`config.mk`:
```
export PLATFORM = sky130hd
export DESIGN_NAME = upsample_2x
export DESIGN_NICKNAME = d
export VERILOG_FILES = /design/src/rtl/cnn_stream_pkg.sv /design/src/rtl/upsample_linebuf.sv /design/src/rtl/upsample_2x.sv
export SDC_FILE = /design/constraint.sdc
export NUM_CORES = 1
export LEC_CHECK = 0
export BUFFER_PORTS_ARGS = -buffer_cell sky130_fd_sc_hd__buf_2
export CORE_ASPECT_RATIO = 1.75
export CORE_MARGIN = 2
export CORE_UTILIZATION = 45
export DETAILED_ROUTE_END_ITERATION = 12
export PLACE_DENSITY = 0.58
export SYNTH_ARGS = -nofsm -noshare
export SYNTH_HDL_FRONTEND = slang
export SYNTH_SLANG_ARGS = --single-unit
```
`constraint.sdc`:
```
create_clock -name clk -period 4.75 [get_ports clk]
set_clock_uncertainty 0.15 [all_clocks]
set_input_delay 0.2375 -clock clk [delete_from_list [all_inputs] [get_ports clk]]
set_output_delay 0.2375 -clock clk [all_outputs]
set_load 0.03 [all_outputs]
```
`src/rtl/cnn_stream_pkg.sv`:
```
// Shared constants and state encoding for the CNN streaming blocks.
package cnn_stream_pkg;

   localparam int UPS_DATA_W_DEF = 16;
   localparam int UPS_DEPTH_DEF  = 16;

   typedef enum logic [1:0] {
      ST_IDLE   = 2'd0,
      ST_FILL   = 2'd1,
      ST_REPLAY = 2'd2
   } ups_state_e;

   // Address width for a buffer of the given depth (at least one bit).
   function automatic int ups_addr_w(input int depth);
      return (depth > 1) ? $clog2(depth) : 1;
   endfunction

endpackage

```
`src/rtl/upsample_linebuf.sv`:
```
// Single-port synchronous line buffer, DEPTH x DATA_W.
// Active-low enable and write enable; read data is registered and holds
// its value until the next read.
module upsample_linebuf #(
   parameter int DATA_W = 16,
   parameter int DEPTH  = 16,
   parameter int AW     = 4
) (
   input  logic              clk,
   input  logic              en_n,
   input  logic              we_n,
   input  logic [AW-1:0]     addr,
   input  logic [DATA_W-1:0] wdata,
   output logic [DATA_W-1:0] rdata
);

   logic [DATA_W-1:0] mem_q [DEPTH];
   logic [DATA_W-1:0] rdata_q;
   logic [DATA_W-1:0] rdata_d;

   // Read data only updates on an enabled read cycle.
   always_comb begin
      rdata_d = rdata_q;
      if (!en_n && we_n) rdata_d = mem_q[addr];
   end

   // Storage array and registered read port.
   always_ff @(posedge clk) begin
      rdata_q <= rdata_d;
      if (!en_n && !we_n) mem_q[addr] <= wdata;
   end

   assign rdata = rdata_q;

endmodule

```
`src/rtl/upsample_2x.sv`:
```
// 2x upsampler for a pooled pixel stream.
// Each input line is emitted live with every pixel doubled (FILL), then
// replayed once from the line buffer (REPLAY).
// Build option: UPSAMPLE_ZERO_INSERT_EN replaces every duplicated beat
// (phase 1 and all replayed beats) with zero; timing and markers unchanged.
//
// state  | meaning
// IDLE   | waiting for a frame-start beat, other beats dropped
// FILL   | accepting a line, each pixel stored and sent as two beats
// REPLAY | re-sending the stored line, each word sent as two beats
module upsample_2x
   import cnn_stream_pkg::*;
#(
   parameter int DATA_W = UPS_DATA_W_DEF,
   parameter int DEPTH  = UPS_DEPTH_DEF
) (
   input  logic              clk,
   input  logic              rst_n,
   input  logic              in_valid,
   output logic              in_ready,
   input  logic [DATA_W-1:0] in_data,
   input  logic              in_frame_start,
   input  logic              in_line_end,
   input  logic              in_frame_end,
   output logic              out_valid,
   input  logic              out_ready,
   output logic [DATA_W-1:0] out_data,
   output logic              out_frame_start,
   output logic              out_line_start,
   output logic              out_line_end,
   output logic              out_frame_end,
   output logic              err_overflow
);

   localparam int AW = ups_addr_w(DEPTH);
   localparam logic [AW-1:0] LAST_ADDR = AW'(DEPTH - 1);
   localparam logic [AW-1:0] A_ONE     = AW'(1);
   localparam logic [AW:0]   L_ONE     = (AW + 1)'(1);
`ifdef UPSAMPLE_ZERO_INSERT_EN
   localparam bit ZERO_INS = 1'b1;
`else
   localparam bit ZERO_INS = 1'b0;
`endif

   ups_state_e        state_q, state_d;
   logic [AW-1:0]     wr_addr_q, wr_addr_d;
   logic [AW-1:0]     rd_addr_q, rd_addr_d;
   logic [AW:0]       len_q, len_d;
   logic              phase_q, phase_d;
   logic              last_pix_q, last_pix_d;
   logic              fe_line_q, fe_line_d;
   logic              err_q, err_d;
   logic              rdy_en_q;
   logic              out_valid_q, out_valid_d;
   logic [DATA_W-1:0] out_data_q, out_data_d;
   logic              out_fs_q, out_fs_d;
   logic              out_ls_q, out_ls_d;
   logic              out_le_q, out_le_d;
   logic              out_fe_q, out_fe_d;

   logic              buf_en_n, buf_we_n;
   logic [AW-1:0]     buf_addr;
   logic [DATA_W-1:0] buf_rdata;
   logic [DATA_W-1:0] rep_word;
   logic              in_ready_c, accept, adv, line_first, pix_last, rep_last;
   logic [AW-1:0]     pix_addr;
   logic [AW:0]       len_m1;

   upsample_linebuf #(.DATA_W(DATA_W), .DEPTH(DEPTH), .AW(AW)) u_linebuf (
      .clk   (clk),
      .en_n  (buf_en_n),
      .we_n  (buf_we_n),
      .addr  (buf_addr),
      .wdata (in_data),
      .rdata (buf_rdata)
   );

   // Next-state, output register and buffer port control.
   always_comb begin
      state_d     = state_q;
      wr_addr_d   = wr_addr_q;
      rd_addr_d   = rd_addr_q;
      len_d       = len_q;
      phase_d     = phase_q;
      last_pix_d  = last_pix_q;
      fe_line_d   = fe_line_q;
      err_d       = err_q;
      out_valid_d = out_valid_q;
      out_data_d  = out_data_q;
      out_fs_d    = out_fs_q;
      out_ls_d    = out_ls_q;
      out_le_d    = out_le_q;
      out_fe_d    = out_fe_q;
      buf_en_n    = 1'b1;
      buf_we_n    = 1'b1;
      buf_addr    = wr_addr_q;
      in_ready_c  = 1'b0;
      accept      = 1'b0;

      adv        = !out_valid_q || out_ready;
      line_first = (wr_addr_q == '0) || in_frame_start;
      pix_addr   = line_first ? '0 : wr_addr_q;
      pix_last   = in_line_end || in_frame_end || (pix_addr == LAST_ADDR);
      len_m1     = len_q - L_ONE;
      rep_last   = (rd_addr_q == len_m1[AW-1:0]);
      rep_word   = ZERO_INS ? '0 : buf_rdata;

      case (state_q)
         ST_IDLE: begin
            in_ready_c = rdy_en_q;
            accept     = in_valid && rdy_en_q && in_frame_start;
         end
         ST_FILL: begin
            if (out_valid_q && !phase_q) begin
               if (out_ready) begin
                  out_data_d = ZERO_INS ? '0 : out_data_q;
                  out_fs_d   = 1'b0;
                  out_ls_d   = 1'b0;
                  out_le_d   = last_pix_q;
                  out_fe_d   = 1'b0;
                  phase_d    = 1'b1;
               end
            end else if (out_valid_q && last_pix_q) begin
               if (out_ready) begin
                  out_valid_d = 1'b0;
                  out_le_d    = 1'b0;
                  state_d     = ST_REPLAY;
                  rd_addr_d   = '0;
                  buf_en_n    = ZERO_INS;
                  buf_addr    = '0;
               end
            end else begin
               in_ready_c = rdy_en_q && adv;
               accept     = in_valid && in_ready_c;
               if (!accept && adv) begin
                  out_valid_d = 1'b0;
                  out_fs_d    = 1'b0;
                  out_ls_d    = 1'b0;
                  out_le_d    = 1'b0;
                  out_fe_d    = 1'b0;
               end
            end
         end
         ST_REPLAY: begin
            if (!out_valid_q || (phase_q && out_ready && !last_pix_q)) begin
               out_valid_d = 1'b1;
               out_data_d  = rep_word;
               out_fs_d    = 1'b0;
               out_ls_d    = (rd_addr_q == '0);
               out_le_d    = 1'b0;
               out_fe_d    = 1'b0;
               phase_d     = 1'b0;
               last_pix_d  = 1'b0;
            end else if (!phase_q && out_ready) begin
               out_ls_d   = 1'b0;
               out_le_d   = rep_last;
               out_fe_d   = rep_last && fe_line_q;
               phase_d    = 1'b1;
               last_pix_d = rep_last;
               if (!rep_last) begin
                  rd_addr_d = rd_addr_q + A_ONE;
                  buf_en_n  = ZERO_INS;
                  buf_addr  = rd_addr_q + A_ONE;
               end
            end else if (phase_q && out_ready) begin
               out_valid_d = 1'b0;
               out_le_d    = 1'b0;
               out_fe_d    = 1'b0;
               wr_addr_d   = '0;
               rd_addr_d   = '0;
               state_d     = fe_line_q ? ST_IDLE : ST_FILL;
            end
         end
         default: state_d = ST_IDLE;
      endcase

      if (accept) begin
         buf_en_n    = 1'b0;
         buf_we_n    = 1'b0;
         buf_addr    = pix_addr;
         out_valid_d = 1'b1;
         out_data_d  = in_data;
         out_fs_d    = (state_q == ST_IDLE);
         out_ls_d    = line_first;
         out_le_d    = 1'b0;
         out_fe_d    = 1'b0;
         phase_d     = 1'b0;
         last_pix_d  = pix_last;
         state_d     = ST_FILL;
         wr_addr_d   = pix_last ? '0 : pix_addr + A_ONE;
         if (pix_last) begin
            len_d     = {1'b0, pix_addr} + L_ONE;
            fe_line_d = in_frame_end;
         end
         if ((pix_addr == LAST_ADDR) && !in_line_end && !in_frame_end) err_d = 1'b1;
      end
   end

   // State and output registers, cleared asynchronously.
   always_ff @(posedge clk or negedge rst_n) begin
      if (!rst_n) begin
         state_q     <= ST_IDLE;
         wr_addr_q   <= '0;
         rd_addr_q   <= '0;
         len_q       <= '0;
         phase_q     <= 1'b0;
         last_pix_q  <= 1'b0;
         fe_line_q   <= 1'b0;
         err_q       <= 1'b0;
         rdy_en_q    <= 1'b0;
         out_valid_q <= 1'b0;
         out_data_q  <= '0;
         out_fs_q    <= 1'b0;
         out_ls_q    <= 1'b0;
         out_le_q    <= 1'b0;
         out_fe_q    <= 1'b0;
      end else begin
         state_q     <= state_d;
         wr_addr_q   <= wr_addr_d;
         rd_addr_q   <= rd_addr_d;
         len_q       <= len_d;
         phase_q     <= phase_d;
         last_pix_q  <= last_pix_d;
         fe_line_q   <= fe_line_d;
         err_q       <= err_d;
         rdy_en_q    <= 1'b1;
         out_valid_q <= out_valid_d;
         out_data_q  <= out_data_d;
         out_fs_q    <= out_fs_d;
         out_ls_q    <= out_ls_d;
         out_le_q    <= out_le_d;
         out_fe_q    <= out_fe_d;
      end
   end

   assign in_ready        = in_ready_c;
   assign out_valid       = out_valid_q;
   assign out_data        = out_data_q;
   assign out_frame_start = out_fs_q;
   assign out_line_start  = out_ls_q;
   assign out_line_end    = out_le_q;
   assign out_frame_end   = out_fe_q;
   assign err_overflow    = err_q;

endmodule

```
# Word-level counts from Yosys, hierarchy flattened
# Memories as Yosys holds them, arrays and structs flattened. A register that Yosys moved wholly into a read port is not among the register bits.
# Index checks and enable logic that the tools add are counted.
[totals]
reg_bits = 40
mem_bits_rw = 256
in_bits = 23
output_inout_bits = 23
elab_cells = 189
mem_count = 1
[memory_table]
columns = ["name", "words", "word_bits", "read_ports", "rd_ports_with_merged_regs", "wr", "line_no", "rtl"]
rows = [
  ["u_linebuf.mem_q", 16, 16, 1, 1, 1, "upsample_linebuf.sv:17", "logic [DATA_W-1:0] mem_q [DEPTH];"],
]
[op_classes]
add_sub_neg = 4
eq_ne = 31
mux = 89
n_reduce_logical = 49
[op_table]
columns = ["op", "n"]
rows = [
  ["$mux W4", 20],
  ["$mux W16", 3],
  ["$mux W1", 47],
  ["$ne A4 B4 Y1 const B", 8],
  ["$ne A3 B3 Y1 const B", 10],
  ["$reduce_and A5 Y1", 4],
  ["$pmux W1 S2", 9],
  ["$pmux W4 S2", 2],
  ["$logic_and A1 B1 Y1", 15],
  ["$mux W2", 7],
  ["$ne A2 B2 Y1 const B", 7],
  ["$reduce_and A7 Y1", 2],
  ["$add A4 B1 Y4 const B", 3],
  ["$ne A5 B5 Y1 const B", 2],
  ["$logic_not A4 Y1", 2],
  ["$reduce_and A2 Y1", 4],
  ["$reduce_and A4 Y1", 2],
  ["$reduce_bool A2 Y1", 4],
  ["$logic_not A1 Y1", 7],
  ["$pmux W2 S3", 1],
  ["$reduce_and A6 Y1", 1],
  ["$reduce_bool A3 Y1", 2],
  ["$logic_or A1 B1 Y1", 5],
  ["$eq A4 B4 Y1", 1],
  ["other kinds (5)", 5],
]

# Depth between registers and ports, before layout
# Gate-level depths: netlist of the first run.
[logic_depth]
ltp_word = 12
depth_mapped = 14
ltp_nobuf = 10

# Modules after synthesis
# From an unflattened synthesis of the first run, not the netlist that was laid out.
[hier_totals]
cells_unflattened = 702
area_unflattened_um2 = 12648.4
[by_module_without_submodules]
columns = ["module", "n_inst", "cells_per_inst", "area_each_um2", "seq_area_each_um2"]
rows = [
  ["upsample_linebuf", 1, 438, 10217.3, 8167.8],
  ["upsample_2x", 1, 264, 2431.1, 1001.0],
]

# Worst setup path before layout of the first run
# OpenSTA, ideal clock, no wires.
[synth_timing]
kind = "register -> register"
from = "register state_q[1]"
to = "memory u_linebuf.mem_q[10][0] (enable)"
setup_ps = 388
t_arrival_ps = 3091
required_time_ps = 4212
slack_ps = 1121
stages_incl_launch_ff = 13
path_buffers = 3
period_less_slack_ps = 3629
path_cell_list = "dfrtp_1 inv_1 ha_1 clkbuf_1 a21oi_2 a311o_1 nand3_1 nor3_2 a22o_1 buf_2 buf_2 nand2_1 nor2_1"
[synth_between]
elab_chain_len = 7
word_cells_on_any_way = 12
classes_between = "eq/ne (2); mux (7); reduce/logical (3)"
[synth_rtl]
columns = ["element", "line_no", "rtl"]
rows = [
  ["start, declared", "upsample_2x.sv:45", "ups_state_e state_q, state_d;"],
  ["start signal, assigned", "upsample_2x.sv:218", "state_q <= state_d;"],
  ["$eq A2 B2 Y1 (tied with other cells)", "upsample_2x.sv:108", "case (state_q)"],
  ["$pmux W1 S2", "upsample_2x.sv:108", ""],
  ["$mux W1", "upsample_2x.sv:177", "if (accept) begin"],
  ["$logic_not A1 Y1", "upsample_linebuf.sv:30", "if (!en_n && !we_n) mem_q[addr] <= wdata;"],
  ["$logic_and A1 B1 Y1", "upsample_linebuf.sv:30", ""],
  ["$mux W1", "upsample_linebuf.sv:30", ""],
  ["$mux W1 (implied by the code)", "upsample_linebuf.sv:30", ""],
  ["end, declared", "upsample_linebuf.sv:17", ""],
]
# Parallel ways exist; a longest one is shown, timed or not.

# Worst setup path in the final report of the first run
[layout_timing]
from = "register state_q[1]"
to = "register u_linebuf.rdata_q[7] (netlist: u_linebuf.rdata[7]), read port of u_linebuf.mem_q, data pin"
[layout_between]
elab_chain_len = 5
word_cells_on_any_way = 11
classes_between = "eq/ne (2); mux (6); reduce/logical (3)"
[layout_rtl]
columns = ["element", "line_no", "rtl"]
rows = [
  ["$eq A2 B2 Y1 (tied with other cells)", "upsample_2x.sv:108", ""],
  ["$pmux W1 S2", "upsample_2x.sv:108", ""],
  ["$mux W1", "upsample_2x.sv:177", ""],
  ["$logic_not A1 Y1", "upsample_linebuf.sv:24", "if (!en_n && we_n) rdata_d = mem_q[addr];"],
  ["$logic_and A1 B1 Y1", "upsample_linebuf.sv:24", ""],
  ["end, declared", "upsample_linebuf.sv:18", "logic [DATA_W-1:0] rdata_q;"],
]
# Parallel ways exist; a longest one is shown, timed or not.
# A chain may end at the register's enable or synchronous reset.

==> results of run 1 <==
metrics by stage:
| step | worst slack, ns | area (µm²) | hold slack (ns) | total power [mW] |
|---|---|---|---|---|
| final | 0.5911 | 14760 | 0.08377 | 7.805 |
| after global routing | 0.3825 | 14760 | 0.1125 | 8.086 |
| after CTS | 0.5707 | 14760 | 0.04767 | 7.869 |
| after detailed placement | 0.5939 | 13670 | 0.2985 | 5.657 |
| after global placement | 0.7189 | 13670 | 0.2696 | 5.640 |
| after floorplan | 1.121 | 12950 | -0.2081 | 4.963 |
cells in the final DEF, fill, tap and decap left out, types with 11 or more instances in the layout:
cell and instances:
a211o_1 15, a21oi_1 11, a22o_1 20, buf_2 45, buf_4 20, clkbuf_16 29, dfrtp_1 40, dlygate4sd3_1 20
edfxtp_1 272, mux2_2 18, mux2i_1 113, nand2_1 47, nor2_1 14, nor2_2 17, o21ai_0 31, o221ai_1 30
o22ai_1 15
power breakdown:
| part | internal (mW) | total, mW | switching [mW] |
|---|---|---|---|
| clock | 1.23 | 2.21 | 0.980 |
| combinational | 0.808 | 2.16 | 1.35 |
| sequential | 3.25 | 3.44 | 0.195 |
| total | 5.28 | 7.80 | 2.52 |
sequential cells by signal, indices dropped and copies added (netlist names):
register and flops:
out_line_end 1, u_linebuf.mem_q 256, phase_q 1, wr_addr_q 4, state_q 2, out_frame_start 1, out_line_start 1, rdy_en_q 1
out_valid 1, rd_addr_q 4, out_data 16, len_q 4, u_linebuf.rdata 16, last_pix_q 1, out_frame_end 1, fe_line_q 1
err_overflow 1
path summary, 6_finish.rpt:
check                      cells after the start                  to   startpoint
hold / removal                                 5        out_line_end     in_valid
hold reg to reg                                2         out_data[1]  out_data[1]
max in group asynchronous                      2         out_data[6]        rst_n
setup reg to reg                              11  u_linebuf.rdata[7]   state_q[1]
setup / recovery                              11  u_linebuf.rdata[7]   state_q[1]
min in group asynchronous                      2            len_q[1]        rst_n
critical path, cell delays in order, from the launching register on:
cell,delay [ns]
dfrtp_1,0.38
inv_1,0.09
ha_1,0.29
a21oi_2,0.21
a311o_1,0.36
nand3_1,0.25
nor3_2,0.32
a22oi_2,0.12
buf_4,0.23
nor2_1,1.05
a22o_1,0.44
a211o_1,0.14
synth_stat cells (all sizes together), types with 2 or more instances:
master,number
inv,10
or2,2
a22o,20
nor2,31
a211oi,6
nand4,3
mux2,33
clkbuf,15
o22ai,15
and3,7
o21bai,3
a21oi,14
edfxtp,272
o32ai,2
and2,3
nand2,47
xnor2,5
dfrtp,40
o21ai,31
xor2,3
nor2b,4
mux2i,113
o2bb2ai,2
nor3,6
o221ai,30
buf,27
a211o,15
a22oi,2
nand3,10
nand2b,8
ha,7
nand3b,2
cell families (layout without fill, tap and decap cells):
family | after synthesis | count (layout)
and+or+nand+nor | 128 | 128
other | 1 | 1
muxes | 146 | 146
buffers and inverters | 52 | 150
DFF | 312 | 312
xor gates and xnor gates | 9 | 9
adders and majority gates | 7 | 7
AOI/OAI and AO/OA | 151 | 151
layer usage:
| metal | wire (µm) | part of all wire (%) | vias up |
|---|---|---|---|
| met5 | 0 | 0 | - |
| met4 | 1664 | 4.8 | 0 |
| met2 | 20190 | 58 | 225 |
| li1 | - | - | 3324 |
| met3 | 1419 | 4.1 | 67 |
| met1 | 11330 | 33 | 3837 |
layout make-up:
type	count	area, µm²	share of cell area (%)
clock buffer	35	748.2	5.069
clock inverter	16	138.9	0.9409
inverter	10	37.54	0.2543
multi-input combinational	442	3538	23.97
sequential	312	9169	62.12
tap	378	473.0	3.204
timing repair buffer	89	655.6	4.442
==> results.json, run 1 <==
{
  "place.gp.congestion": 0.8700,
  "vias_per_cell": 5.814,
  "syn_inst": 806,
  "critPathKind": "reg -> reg",
  "cap_viol_max_count": 0,
  "drt-total-wl_um": 34600,
  "vdd_drop_max_mv": 0.3203,
  "die_area_um2": 30220,
  "drc": 0,
  "final_util_pct": 51.75,
  "start_util_pct": 45.42,
  "cts_tree": "built",
  "cts-root-buf": "clkbuf_16",
  "end_kind": "flop",
  "gr-usage-met1_pct": 22.71,
  "synth_edf_count": 272,
  "start_kind": "flop",
  "worst_pin_slew_ns": 1.357,
  "antenna_found_initial": 0,
  "rows": 82,
  "h-tree-depth": 1,
  "synth_xor_area_share_pct": 0.7244,
  "finalHoldViolCount": 0,
  "postCtsHoldBufs": 20,
  "period_needed_ns": 4.159,
  "drtIter0Drc": 476,
  "vias": 7453,
  "postCtsSetupBuffers": 0,
  "grt_pass1_vias": 7679,
  "finalNetCount": 913,
  "clk_pin_slew_ns": 0.07,
  "powerDensity_nw_per_um2": 528.8,
  "grt_pass1_wl_um": 50030,
  "detail_route.wl_per_cell_um": 26.99,
  "ys_seq_elements": 312,
  "cts_sinks": 312,
  "grt_max_degree": 51,
  "setup_violations": 0,
  "maxSlewViolCount": 0,
  "async_reset_ff_share_pct": 12.82,
  "synth_area_leaders": "edfxtp_1, mux2i_1, dfrtp_1",
  "grt-ovfl-total": 0,
  "avgSynthCellArea_um2": 16.07,
  "instances_no_fill": 1282,
  "synth-compound-area-share_pct": 8.895,
  "grt_usage_pct": 22.82,
  "io-pin-count": 46,
  "cts_buffers": 28,
  "cts_resized": 0,
  "drt_pass1_iterations": 5,
  "hp-class": "in -> reg",
  "yosys.area_share.simple_pct": 4.742,
  "r2r_setup_slack_ns": 0.59,
  "syn_area_um2": 12950,
  "clock_path_buffers": 3,
  "slew_headroom_pct": 9.219,
  "fmax_mhz": 240.5,
  "synthesis.nets": 836,
  "outcome": "complete, no violations",
  "fin_crit_sh_pct": 87.56,
  "arrival_ns": 4.44,
  "layout-drive-gt1-share_pct": 18.69,
  "rsz0062_at_grt": "false",
  "die_h_um": 228.5,
  "synth_mux_area_share_pct": 11.89,
  "grt_use_met3_pct": 2.550,
  "yosysWarnings": 0,
  "ys_seq_area_share_pct": 70.77,
  "yosysUniqueCellTypes": 61,
  "cp.required_ns": 5.03,
  "synth-adder-area-share_pct": 0.6761,
  "antenna_cells": 0,
  "crit_fanout": 18,
  "synthFlopType": "edfxtp_1",
  "grt_use_met2_pct": 45.75,
  "synth_top_family_by_area": "multiplexers",
  "ant_nets": 0,
  "clock_latency_ns": 0.56,
  "synth_top_area_share_pct": 63.05,
  "final.fill_count": 2428,
  "syn_to_final_growth_pct": 13.94,
  "leakagePower_nw": 5.700,
  "coreArea_um2": 28520,
  "grt-busiest-layer": "met2",
  "dp_hpwl_um": 23950,
  "synth_area_leader_cell": "edfxtp_1",
  "dp.cells": 1211,
  "port_buffers": 45,
  "tns_ns": 0,
  "chipWidth_um": 132.3
}
No activity file was read; power rests on OpenSTA's default activity.
==> inputs of run 2 (changes only) <==
--- a/config.mk
+++ b/config.mk
@@ -5,6 +5,7 @@
 export SDC_FILE = /design/constraint.sdc
 export NUM_CORES = 1
 export LEC_CHECK = 0
+export ABC_AREA = 1
 export BUFFER_PORTS_ARGS = -buffer_cell sky130_fd_sc_hd__buf_2
 export CORE_ASPECT_RATIO = 1.75
 export CORE_MARGIN = 2
==> run 2 against run 1 <==
Sequential share of layout area shrank 3.6 points. Worst setup slack improved by 0.60 ns. Die area increased by 7.6%. Largest power group unchanged. Non-clock buffer count grew 8. Critical path type unchanged. Global-route usage rose by 1.3 points. Synthesized area increased by 7.8%.
==> results.json, run 2 <==
{
  "drt-total-wl_um": 38480,
  "chipWidth_um": 137.2,
  "slowest_delay_ns": 0.45,
  "critPathKind": "reg -> reg",
  "wl_met1_um": 14560,
  "cp.required_ns": 5.01,
  "path_depth": 19,
  "grt-ovfl-total": 0,
  "vias": 10087,
  "crit_slowest_cell": "nand2_4",
  "wl_met2_um": 19810,
  "drt_pass1_iterations": 5,
  "worst_pin_slew_ns": 1.056,
  "place_area_um2": 14620,
  "die_area_um2": 32510,
  "vdd_drop_max_mv": 0.3945,
  "switching_power_mw": 2.928,
  "grt_max_degree": 79,
  "grt_pass1_vias": 10168,
  "r2r_cells": 19,
  "io-pin-count": 46,
  "multi_input_area_um2": 4167,
  "report.power.total_mw": 8.076,
  "synthesis.nets": 1447,
  "worst_path_dominant_cell_family": "simple AND/OR/NAND/NOR gates",
  "maxSlewViolCount": 0,
  "end_kind": "flop",
  "syn_inst": 1417,
  "arrival_ns": 3.82,
  "final_util_pct": 51.17,
  "synth_most_common_cell": "nand2_1",
  "comb_power_share_pct": 31.2,
  "rsz0062_at_grt": "false",
  "hold_slack_ns": 0.03941,
  "cts_sinks": 312,
  "async_reset_ff_share_pct": 12.82,
  "dp_hpwl_um": 22980,
  "outcome": "complete, no violations",
  "setup_violations": 0,
  "finalNetCount": 1506,
  "p_seq_share_pct": 42.3,
  "instances_no_fill": 1887,
  "drc": 0,
  "place.gp.congestion": 0.8732,
  "pre_cts_ws_ns": 1.215,
  "h-tree-depth": 1,
  "synth_top_area_share_pct": 58.49,
  "critPathLaunch": "state_q[1]",
  "coreArea_um2": 30630,
  "fin_crit_sh_pct": 74.91,
  "worstHoldStart": "in_data[14]",
  "leakagePower_nw": 6.547,
  "synth_area_leaders": "edfxtp_1, nand2_1, dfrtp_1",
  "start_kind": "flop",
  "hp-class": "in -> reg",
  "cp_common_cell": "nand2_1",
  "avgSynthCellArea_um2": 9.855,
  "powerDensity_nw_per_um2": 515.3,
  "start_util_pct": 45.59,
  "top_layer": "met4",
  "final.fill_count": 2798,
  "route.met3.wl_um": 1855,
  "final_common_cell": "nand2_1",
  "antenna_cells": 0,
  "syn_area_um2": 13960,
  "clk_pin_slew_ns": 0.06,
  "p_sw_share_pct": 36.25,
  "cts-root-buf": "clkbuf_16",
  "ys_seq_elements": 312,
  "grt_usage_pct": 24.12,
  "finalHoldViolCount": 0,
  "design_area_um2": 15670,
  "p_clk_share_pct": 26.5,
  "p_int_mw": 5.148,
  "seq_area_um2": 9169,
  "fmax_mhz": 281.1,
  "layout-drive-gt1-share_pct": 11.16,
  "synthFlopType": "edfxtp_1",
  "cts_tree": "built",
  "synthTopCellsByCount": "nand2_1, edfxtp_1, nand3_1",
  "synth_edf_count": 272,
  "port_buffers": 45,
  "antenna_found_initial": 0,
  "tns_ns": 0,
  "ys_seq_area_share_pct": 65.66,
  "syn_to_final_growth_pct": 12.24,
  "final_cell_mix": "nand2_1, edfxtp_1, nand3_1",
  "clock_latency_ns": 0.56,
  "ant_nets": 0,
  "vias_per_cell": 5.346,
  "cts_buffers": 29,
  "dp.cells": 1816,
  "cts_resized": 0,
  "period_needed_ns": 3.558,
  "drtIter0Drc": 785,
  "crit_chain": "inv_1 -> ha_1 -> inv_2 -> nor2_4 -> nand3_2 -> a21oi_4 -> inv_2 -> nor2_4 -> inv_4 -> nand2_4 -> buf_4 -> nand2_1 -> nand2_1 -> nand2_1 -> nand2_1 -> nand2_1 -> nand2_1 -> inv_1 -> nand2_1",
  "clock_path_buffers": 3,
  "detail_route.wl_per_cell_um": 20.39,
  "yosysWarnings": 0,
  "crit_fanout": 53,
  "worst_slack_ns": 1.192,
  "critPathBufInv": 6,
  "synth_area_leader_cell": "edfxtp_1",
  "rows": 85,
  "yosysUniqueCellTypes": 38,
  "cap_viol_max_count": 0,
  "hold_depth": 1,
  "die_h_um": 237.0,
  "slew_headroom_pct": 29.62,
  "largest_reg_flops": 256,
  "r2r-start": "state_q[1]",
  "grt_pass1_wl_um": 57860,
  "largest_register": "u_linebuf.mem_q"
}
-- run 2: changes by cell type in the layout (fill, tap and decap cells not counted), moves of 11 or more --
cell      change
mux2_2       -18
nand2_1     +603
a22o_1       -20
a31oi_1      +18
a211o_1      -15
o221ai_1     -30
inv_2        +15
inv_1        +58
nand3_1     +137
nor2_1       +23
buf_4        +11
mux2i_1     -113
-- run 2: layout make-up --
type                            instances  area share (%)
Tap cell                              391           3.121
Timing Repair Buffer                   97           4.327
Inverter                               84           2.028
Clock buffer                           32           4.702
Clock inverter                         19          0.7424
Sequential cell                       312           58.50
Multi-Input combinational cell        952           26.58
-- run 2: final timing paths --
path	end	slack, ns
min in group asynchronous	rd_addr_q[1]	0.25
min	u_linebuf.mem_q[5][14]	0.04
max reg2reg	u_linebuf.rdata[13]	1.19
max	u_linebuf.rdata[13]	1.19
min reg2reg	out_frame_end	0.32
max in group asynchronous	out_data[9]	3.52
-- run 2: repair_timing --
| action | CTS | global route |
|---|---|---|
| endpoints found under the hold margin | 284 | 0 |
| hold buffers | 20 | 0 |
| setup buffers | 0 | 0 |
-- run 2: metal layers --
metal	GRT usage [%]	up-vias
met5	0	-
met4	13.15	0
met3	3.490	121
met2	42.91	305
met1	27.29	4857
li1	-	4804
-- run 2: power groups by stage --
stage          sequential [mW]  clock [mW]  combinational [mW]
6_report                  3.42        2.14                2.52
5_1_grt                   3.44        2.29                2.85
4_1_cts                   3.42        2.19                2.55
3_5_place_dp              3.47           0                2.53
3_3_place_gp              3.46           0                2.51
2_1_floorplan             3.57           0                1.70
-- run 2: cells by family after synthesis --
logic type / share of synthesized area, %
AND/OR/NAND/NOR: 25.34
flip-flops: 65.66
buffers and inverters: 4.937
AO/OA/AOI/OAI: 3.038
adder cells (fa/ha/maj): 0.6272
XOR/XNOR: 0.3764
other: 0.02685
